$ cat config.mk
export PLATFORM = sky130hd
export DESIGN_NAME = encoder_8to3_flat
export DESIGN_NICKNAME = d
export VERILOG_FILES = /design/src/rtl/codec_pkg.sv /design/src/rtl/encoder_8to3_if.sv /design/src/rtl/prio_enc8.sv /design/src/rtl/encoder_8to3.sv /design/src/flat_wrapper.sv
export SDC_FILE = /design/constraint.sdc
export NUM_CORES = 1
export LEC_CHECK = 0
export ABC_CLOCK_PERIOD_IN_PS = 1600
export BUFFER_PORTS_ARGS = -buffer_cell sky130_fd_sc_hd__buf_2
export CAP_MARGIN = 20
export CORE_MARGIN = 1
export CORE_UTILIZATION = 35
export CTS_BUF_LIST = sky130_fd_sc_hd__clkbuf_4 sky130_fd_sc_hd__clkbuf_8
export DETAILED_ROUTE_END_ITERATION = 7
export MAX_ROUTING_LAYER = met4
export RECOVER_POWER = 100
export SETUP_SLACK_MARGIN = 0.05
export SLEW_MARGIN = 5
export SYNTH_ARGS = -nofsm -noshare
export SYNTH_HDL_FRONTEND = slang
export SYNTH_SLANG_ARGS = --single-unit
$ cat constraint.sdc
create_clock -name iClk -period 1.6 [get_ports iClk]
set_input_delay 0.24 -clock iClk [delete_from_list [all_inputs] [get_ports iClk]]
set_output_delay 0.24 -clock iClk [all_outputs]
set_load 0.01 [all_outputs]
$ cat src/rtl/codec_pkg.sv
// Shared constants and types for the line decoder/encoder family.
package codec_pkg;

    localparam logic [1:0] ENA_ACTIVE = 2'b10;
    localparam int         LINES      = 8;
    localparam int         IDX_W      = 3;

    typedef enum logic {
        ST_EMPTY = 1'b0,
        ST_FULL  = 1'b1
    } state_e;

    typedef struct packed {
        logic [IDX_W-1:0] idx;
        logic             none;
        logic             multi;
    } enc_result_t;

    function automatic logic is_enabled(input logic [1:0] ena);
        return ena == ENA_ACTIVE;
    endfunction

endpackage

$ cat src/rtl/encoder_8to3_if.sv
// Handshake bundle between a line-vector producer, the encoder and the index consumer.
interface encoder_8to3_if
    import codec_pkg::*;
#(
    parameter int ERRCNT_W = 8
);
    logic [1:0]          iEna;
    logic [LINES-1:0]    iData;
    logic                iValid;
    logic                oReady;
    logic [IDX_W-1:0]    oData;
    logic                oNone;
    logic                oMulti;
    logic                oValid;
    logic                iReady;
    logic [ERRCNT_W-1:0] oErrCnt;

    modport slave (
        input  iEna, iData, iValid, iReady,
        output oReady, oData, oNone, oMulti, oValid, oErrCnt
    );

    modport master (
        output iEna, iData, iValid, iReady,
        input  oReady, oData, oNone, oMulti, oValid, oErrCnt
    );
endinterface

$ cat src/rtl/prio_enc8.sv
// Combinational 8-line priority encoder with empty and multi-hot flags.
module prio_enc8
    import codec_pkg::*;
#(
    parameter bit PRIO_HIGH = 1'b1
) (
    input  logic [LINES-1:0] iData,
    output logic [IDX_W-1:0] idx,
    output logic             none,
    output logic             multi
);

    always_comb begin
        // NOTE: assign every always_comb output before any branch so no path can infer a latch.
        idx = '0;
        if (PRIO_HIGH) begin
            for (int i = 0; i < LINES; i++) begin
                if (iData[i]) idx = IDX_W'(i);
            end
        end else begin
            for (int i = LINES - 1; i >= 0; i--) begin
                if (iData[i]) idx = IDX_W'(i);
            end
        end
    end

    assign none  = (iData == '0);
    // Clearing the lowest set bit leaves something only if two or more bits were set.
    assign multi = ((iData & (iData - LINES'(1))) != '0);

endmodule

$ cat src/rtl/encoder_8to3.sv
// Registered 8-to-3 priority encoder with a one-entry valid/ready output stage
// and a saturating count of multi-hot inputs.
module encoder_8to3
    import codec_pkg::*;
#(
    parameter bit PRIO_HIGH = 1'b1,
    parameter int ERRCNT_W  = 8
) (
    input  logic           iClk,
    input  logic           iRst_n,
    encoder_8to3_if.slave  bus
);

    state_e              state_q, state_d;
    enc_result_t         res_q, res_d, enc;
    logic [ERRCNT_W-1:0] errcnt_q, errcnt_d;
    logic                en, ready, push, pop;

    prio_enc8 #(.PRIO_HIGH(PRIO_HIGH)) u_prio_enc8 (
        .iData (bus.iData),
        .idx   (enc.idx),
        .none  (enc.none),
        .multi (enc.multi)
    );

    // Ready ignores iValid so an upstream may wait on it without a combinational loop.
    assign en    = is_enabled(bus.iEna);
    assign ready = en && ((state_q == ST_EMPTY) || bus.iReady);
    assign push  = bus.iValid && ready;
    assign pop   = (state_q == ST_FULL) && bus.iReady;

    always_comb begin
        state_d  = state_q;
        res_d    = res_q;
        errcnt_d = errcnt_q;
        if (push) begin
            state_d = ST_FULL;
            res_d   = enc;
            if (enc.multi && (errcnt_q != '1)) errcnt_d = errcnt_q + ERRCNT_W'(1);
        end else if (pop) begin
            state_d = ST_EMPTY;
        end
    end

    always_ff @(posedge iClk) begin
        // NOTE: reset is synchronous (sampled here, not in the sensitivity list) and all state uses <=.
        if (!iRst_n) begin
            state_q  <= ST_EMPTY;
            res_q    <= '0;
            errcnt_q <= '0;
        end else begin
            state_q  <= state_d;
            res_q    <= res_d;
            errcnt_q <= errcnt_d;
        end
    end

    assign bus.oReady  = ready;
    assign bus.oValid  = (state_q == ST_FULL);
    assign bus.oData   = res_q.idx;
    assign bus.oNone   = res_q.none;
    assign bus.oMulti  = res_q.multi;
    assign bus.oErrCnt = errcnt_q;

endmodule

$ cat src/flat_wrapper.sv
// flat-port wrapper written by rule: the top's interface ports become plain ports
module encoder_8to3_flat import codec_pkg::*;
#(
    parameter bit PRIO_HIGH = 1'b1,
    parameter int ERRCNT_W  = 8
)
  (iClk, iRst_n, bus_iEna, bus_iData, bus_iValid, bus_iReady, bus_oReady, bus_oData, bus_oNone, bus_oMulti, bus_oValid, bus_oErrCnt);
  encoder_8to3_if #(.ERRCNT_W(ERRCNT_W)) bus_i ();
  input  logic iClk;
  input  logic iRst_n;
  input wire logic [$bits(bus_i.iEna)-1:0] bus_iEna;
  input wire logic [$bits(bus_i.iData)-1:0] bus_iData;
  input wire logic [$bits(bus_i.iValid)-1:0] bus_iValid;
  input wire logic [$bits(bus_i.iReady)-1:0] bus_iReady;
  output wire logic [$bits(bus_i.oReady)-1:0] bus_oReady;
  output wire logic [$bits(bus_i.oData)-1:0] bus_oData;
  output wire logic [$bits(bus_i.oNone)-1:0] bus_oNone;
  output wire logic [$bits(bus_i.oMulti)-1:0] bus_oMulti;
  output wire logic [$bits(bus_i.oValid)-1:0] bus_oValid;
  output wire logic [$bits(bus_i.oErrCnt)-1:0] bus_oErrCnt;
  assign bus_i.iEna = bus_iEna;
  assign bus_i.iData = bus_iData;
  assign bus_i.iValid = bus_iValid;
  assign bus_i.iReady = bus_iReady;
  assign bus_oReady = bus_i.oReady;
  assign bus_oData = bus_i.oData;
  assign bus_oNone = bus_i.oNone;
  assign bus_oMulti = bus_i.oMulti;
  assign bus_oValid = bus_i.oValid;
  assign bus_oErrCnt = bus_i.oErrCnt;
  encoder_8to3 #(.PRIO_HIGH(PRIO_HIGH), .ERRCNT_W(ERRCNT_W)) u_core (.iClk(iClk), .iRst_n(iRst_n), .bus(bus_i));
endmodule
==> metrics.md <==
| Metric | Value |
|---|---|
| Crit. Startpoint | `u_core.bus.oErrCnt[0]` |
| Die ar. | `2490 sq um` |
| Die H | `49.9 um` |
| Max Slew Vio Count | `0` |
| Overall power | `0.722 mW` |
| Clock Path Buffers | `2` |
| Row count | `16` |
| Synthesized area per cell | `8.56 sq um` |
| Clk sinks | `14` |
| CTS tree | `yes` |
| Post-synth top area cell | `dfxtp_1` |
| CTS buffer count | `3` |
| DPL Wire Length | `1.38 mm` |
| CTS root buf | `clkbuf_4` |
| Element type at the critical path end | `register` |
| WHS | `0.247 ns` |
| Die W | `49.9 um` |
| Hold Crit Class | `primary input to register` |
| Cells after DPL | `154` |
| Post-synth top area share | `34.8%` |
| # IOs | `29` |
| CP arrival | `1.74 ns` |
| Via count | `832` |
| Final Core Density | `52.4%` |
| Fmax | `659 MHz` |
| Status | `finished, final reports clean` |
| Flops & latches, synth | `14` |
| Synth top area cells | `dfxtp_1 35%, a21oi_1 6.2%, nand3_1 3.7%` |
| Crit path to | `u_core.bus.oErrCnt[4]` |
| Critical path class | `register to register` |
| Tightest slew margin relative to the limit | `77.4%` |
| Max Cap Violations | `0` |
| Fillers | `224` |
| Layout cell share with drive strength beyond 1 | `35.1%` |
| Crit-path max FO | `6` |
| Cell Chain, Critical Path | `ha_2, nand4_1, nand3_1, or3_4, a21oi_2` |
| Global route total overflow | `0` |
| Crit path max-delay cell type | `dfxtp_1` |
| Hold Path Origin | `iRst_n` |
| Most common cell after layout, fill and taps aside | `buf_2` |
| Nets | `147` |
| Total Routed Length | `1.86 mm` |
| Ant diodes | `0` |
| Final setup fails | `0` |
| Htree depth | `1` |
| Tcrit/Tclk final | `94.9%` |
| Largest net degree at the start of global routing | `17` |
| Post-place setup slack | `-0.0127 ns` |
| Yosys cell types | `37` |
| Req. time, crit path | `1.82 ns` |
| Hold Buf Count CTS | `0` |
| R2R Path End | `u_core.bus.oErrCnt[4]` |
| Slew at the pin closest to its max-slew limit | `0.337 ns` |
| GRT Overall Usage | `16.0%` |
| Drt drc | `0` |
| Endpoints failing hold | `0` |
| Post-synthesis cell count | `94` |
| Synthesized cell area | `805 sq um` |
| Power Density | `668 nW/um^2` |
| RSZ-0062 raised after global routing | `true` |
| Routed length per instance | `11.8 um` |
| Number of port buffers | `28` |
| First-pass GRT wire length | `2.89 mm` |
| R2R depth | `5` |
| Multi-input gate area | `533 sq um` |
| Sequential share of the synthesized area | `34.8%` |
| Starting DRC count in detailed routing | `9` |
| Fin cells | `158` |
| Vias in the first global route | `718` |
| Sequential standard cell area | `280 sq um` |
| Starting density of the core | `39.0%` |
| Syn-to-layout area delta | `34.4%` |
| Setup ws final | `0.0821 ns` |
| Worst-Skew Late Latency | `0.29 ns` |
| Yosys warns | `0` |
| Floorplan Core Area | `2060 sq um` |
| VDD IR-drop max | `0.334 mV` |
| DRT Pass-1 Iters | `4` |
| Static Leak | `0.403 nW` |
| Most frequent cells in the layout | `18 x buf_2, 14 x dfxtp_1, 13 x clkbuf_1, 7 x a21oi_1` |
| Worst r2r src | `u_core.bus.oErrCnt[0]` |
| Final worst path period need | `1.52 ns` |
| Initial antenna violation count | `0` |
| Clock transition at path regs | `0.09 ns` |
| GP Congestion | `0.763` |
| Clk_skew | `0.00528 ns` |
| Slack of the worst reg-to-reg path | `0.08 ns` |
| Largest stage delay, worst path | `0.36 ns` |
| Vias per cell | `5.27` |
| Final ANT Viol Nets | `0` |
| Post-CTS Setup Bufs | `0` |
| CP Launch Type | `register` |
| Syn nets | `109` |
through the flow:
| step | instance area, sq um | setup TNS, ns |
|---|---|---|
| final | 1080 | 0 |
| after global routing | 1080 | 0 |
| after CTS | 1070 | 0 |
| after detailed placement | 1030 | -0.0232 |
| after global placement | 1030 | 0 |
| after floorplan | 807 | 0 |
cell type report:
class / instances / area share (%)
tap: 27 / 3.12
inverter: 3 / 1.04
clock buffer: 4 / 3.36
multi-input combinational: 74 / 49.3
timing repair buffer: 36 / 17.2
sequential: 14 / 25.9
per-layer routing:
metal	up-vias	GRT usage, %	share of wire [%]
li1	434	-	-
met1	366	17.7	45
met2	27	25.7	48
met3	5	3.09	4.6
met4	0	11.0	2.5
met5	-	-	0
cells in the mapped netlist:
| cell | number |
|---|---|
| nand3_1 | 6 |
| a21oi_1 | 10 |
| nor3b_1 | 1 |
| o311ai_1 | 1 |
| buf_6 | 2 |
| ha_1 | 1 |
| o21ai_1 | 5 |
| a31oi_4 | 1 |
| dfxtp_1 | 14 |
| nor2_2 | 1 |
| nor3_1 | 6 |
| a211oi_1 | 4 |
| o21ai_0 | 1 |
| a21oi_2 | 1 |
| nor4_4 | 1 |
| nand2b_1 | 2 |
| mux2i_1 | 1 |
| buf_2 | 1 |
| nand4_1 | 2 |
| and3_1 | 4 |
| o21bai_1 | 1 |
| clkinv_1 | 1 |
| o21a_1 | 1 |
| nor4_1 | 1 |
| o31a_2 | 1 |
| o21ai_2 | 1 |
| and4bb_1 | 1 |
| o41ai_1 | 1 |
| nand2_2 | 1 |
| nand2_1 | 4 |
| or3_1 | 1 |
| inv_1 | 2 |
| and4_1 | 1 |
| or3_2 | 4 |
| nor4_2 | 1 |
| nor2_1 | 6 |
| nor2b_1 | 1 |
worst min path at each step:
| stage | to | slack [ns] | cells past startpoint |
|---|---|---|---|
| floorplan | u_core.bus.oErrCnt[6] | 0.36 | 1 |
| global placement | u_core.bus.oNone | 0.46 | 2 |
| detailed placement | u_core.bus.oNone | 0.47 | 2 |
| CTS | u_core.bus.oErrCnt[6] | 0.25 | 2 |
| global route | u_core.bus.oErrCnt[6] | 0.25 | 2 |
| finish | u_core.bus.oErrCnt[6] | 0.25 | 2 |
state kept, by name, summed over array words and instances (netlist names):
name and count:
u_core.bus.oErrCnt 8, u_core.bus.oValid 1, u_core.bus.oMulti 1, u_core.bus.oNone 1, u_core.bus.oData 3
cells by family (layout without fill, tap and decap cells):
group,count (synthesis),count (layout),synth area share (%)
and+or+nand+nor,44,44,33.7
AOI/OAI and AO/OA,28,28,23.8
buffers and inverters,6,43,4.82
DFF,14,14,34.8
muxes,1,1,1.24
adders and majority gates,1,1,1.55
worst max-delay path: cells and delay by family (launching register included):
family	cells	cell delay (ns)
AOI/OAI and AO/OA	1	0.14
adders and majority gates	1	0.22
and+or+nand+nor	3	0.72
DFF	1	0.36
what timing repair did:
| action | CTS | global route |
|---|---|---|
| pin swaps | 2 | 2 |
| setup endpoints to repair | 7 | 7 |
| cloned | 0 | 0 |
| gates resized for setup | 4 | 14 |
power by group:
part	leakage (nW)	internal [mW]	switching, mW
logic	0.268	0.0413	0.0593
clock network	0.0210	0.139	0.121
registers	0.113	0.356	0.00515
total	0.403	0.536	0.186
No activity file was read; power rests on OpenSTA's default activity.
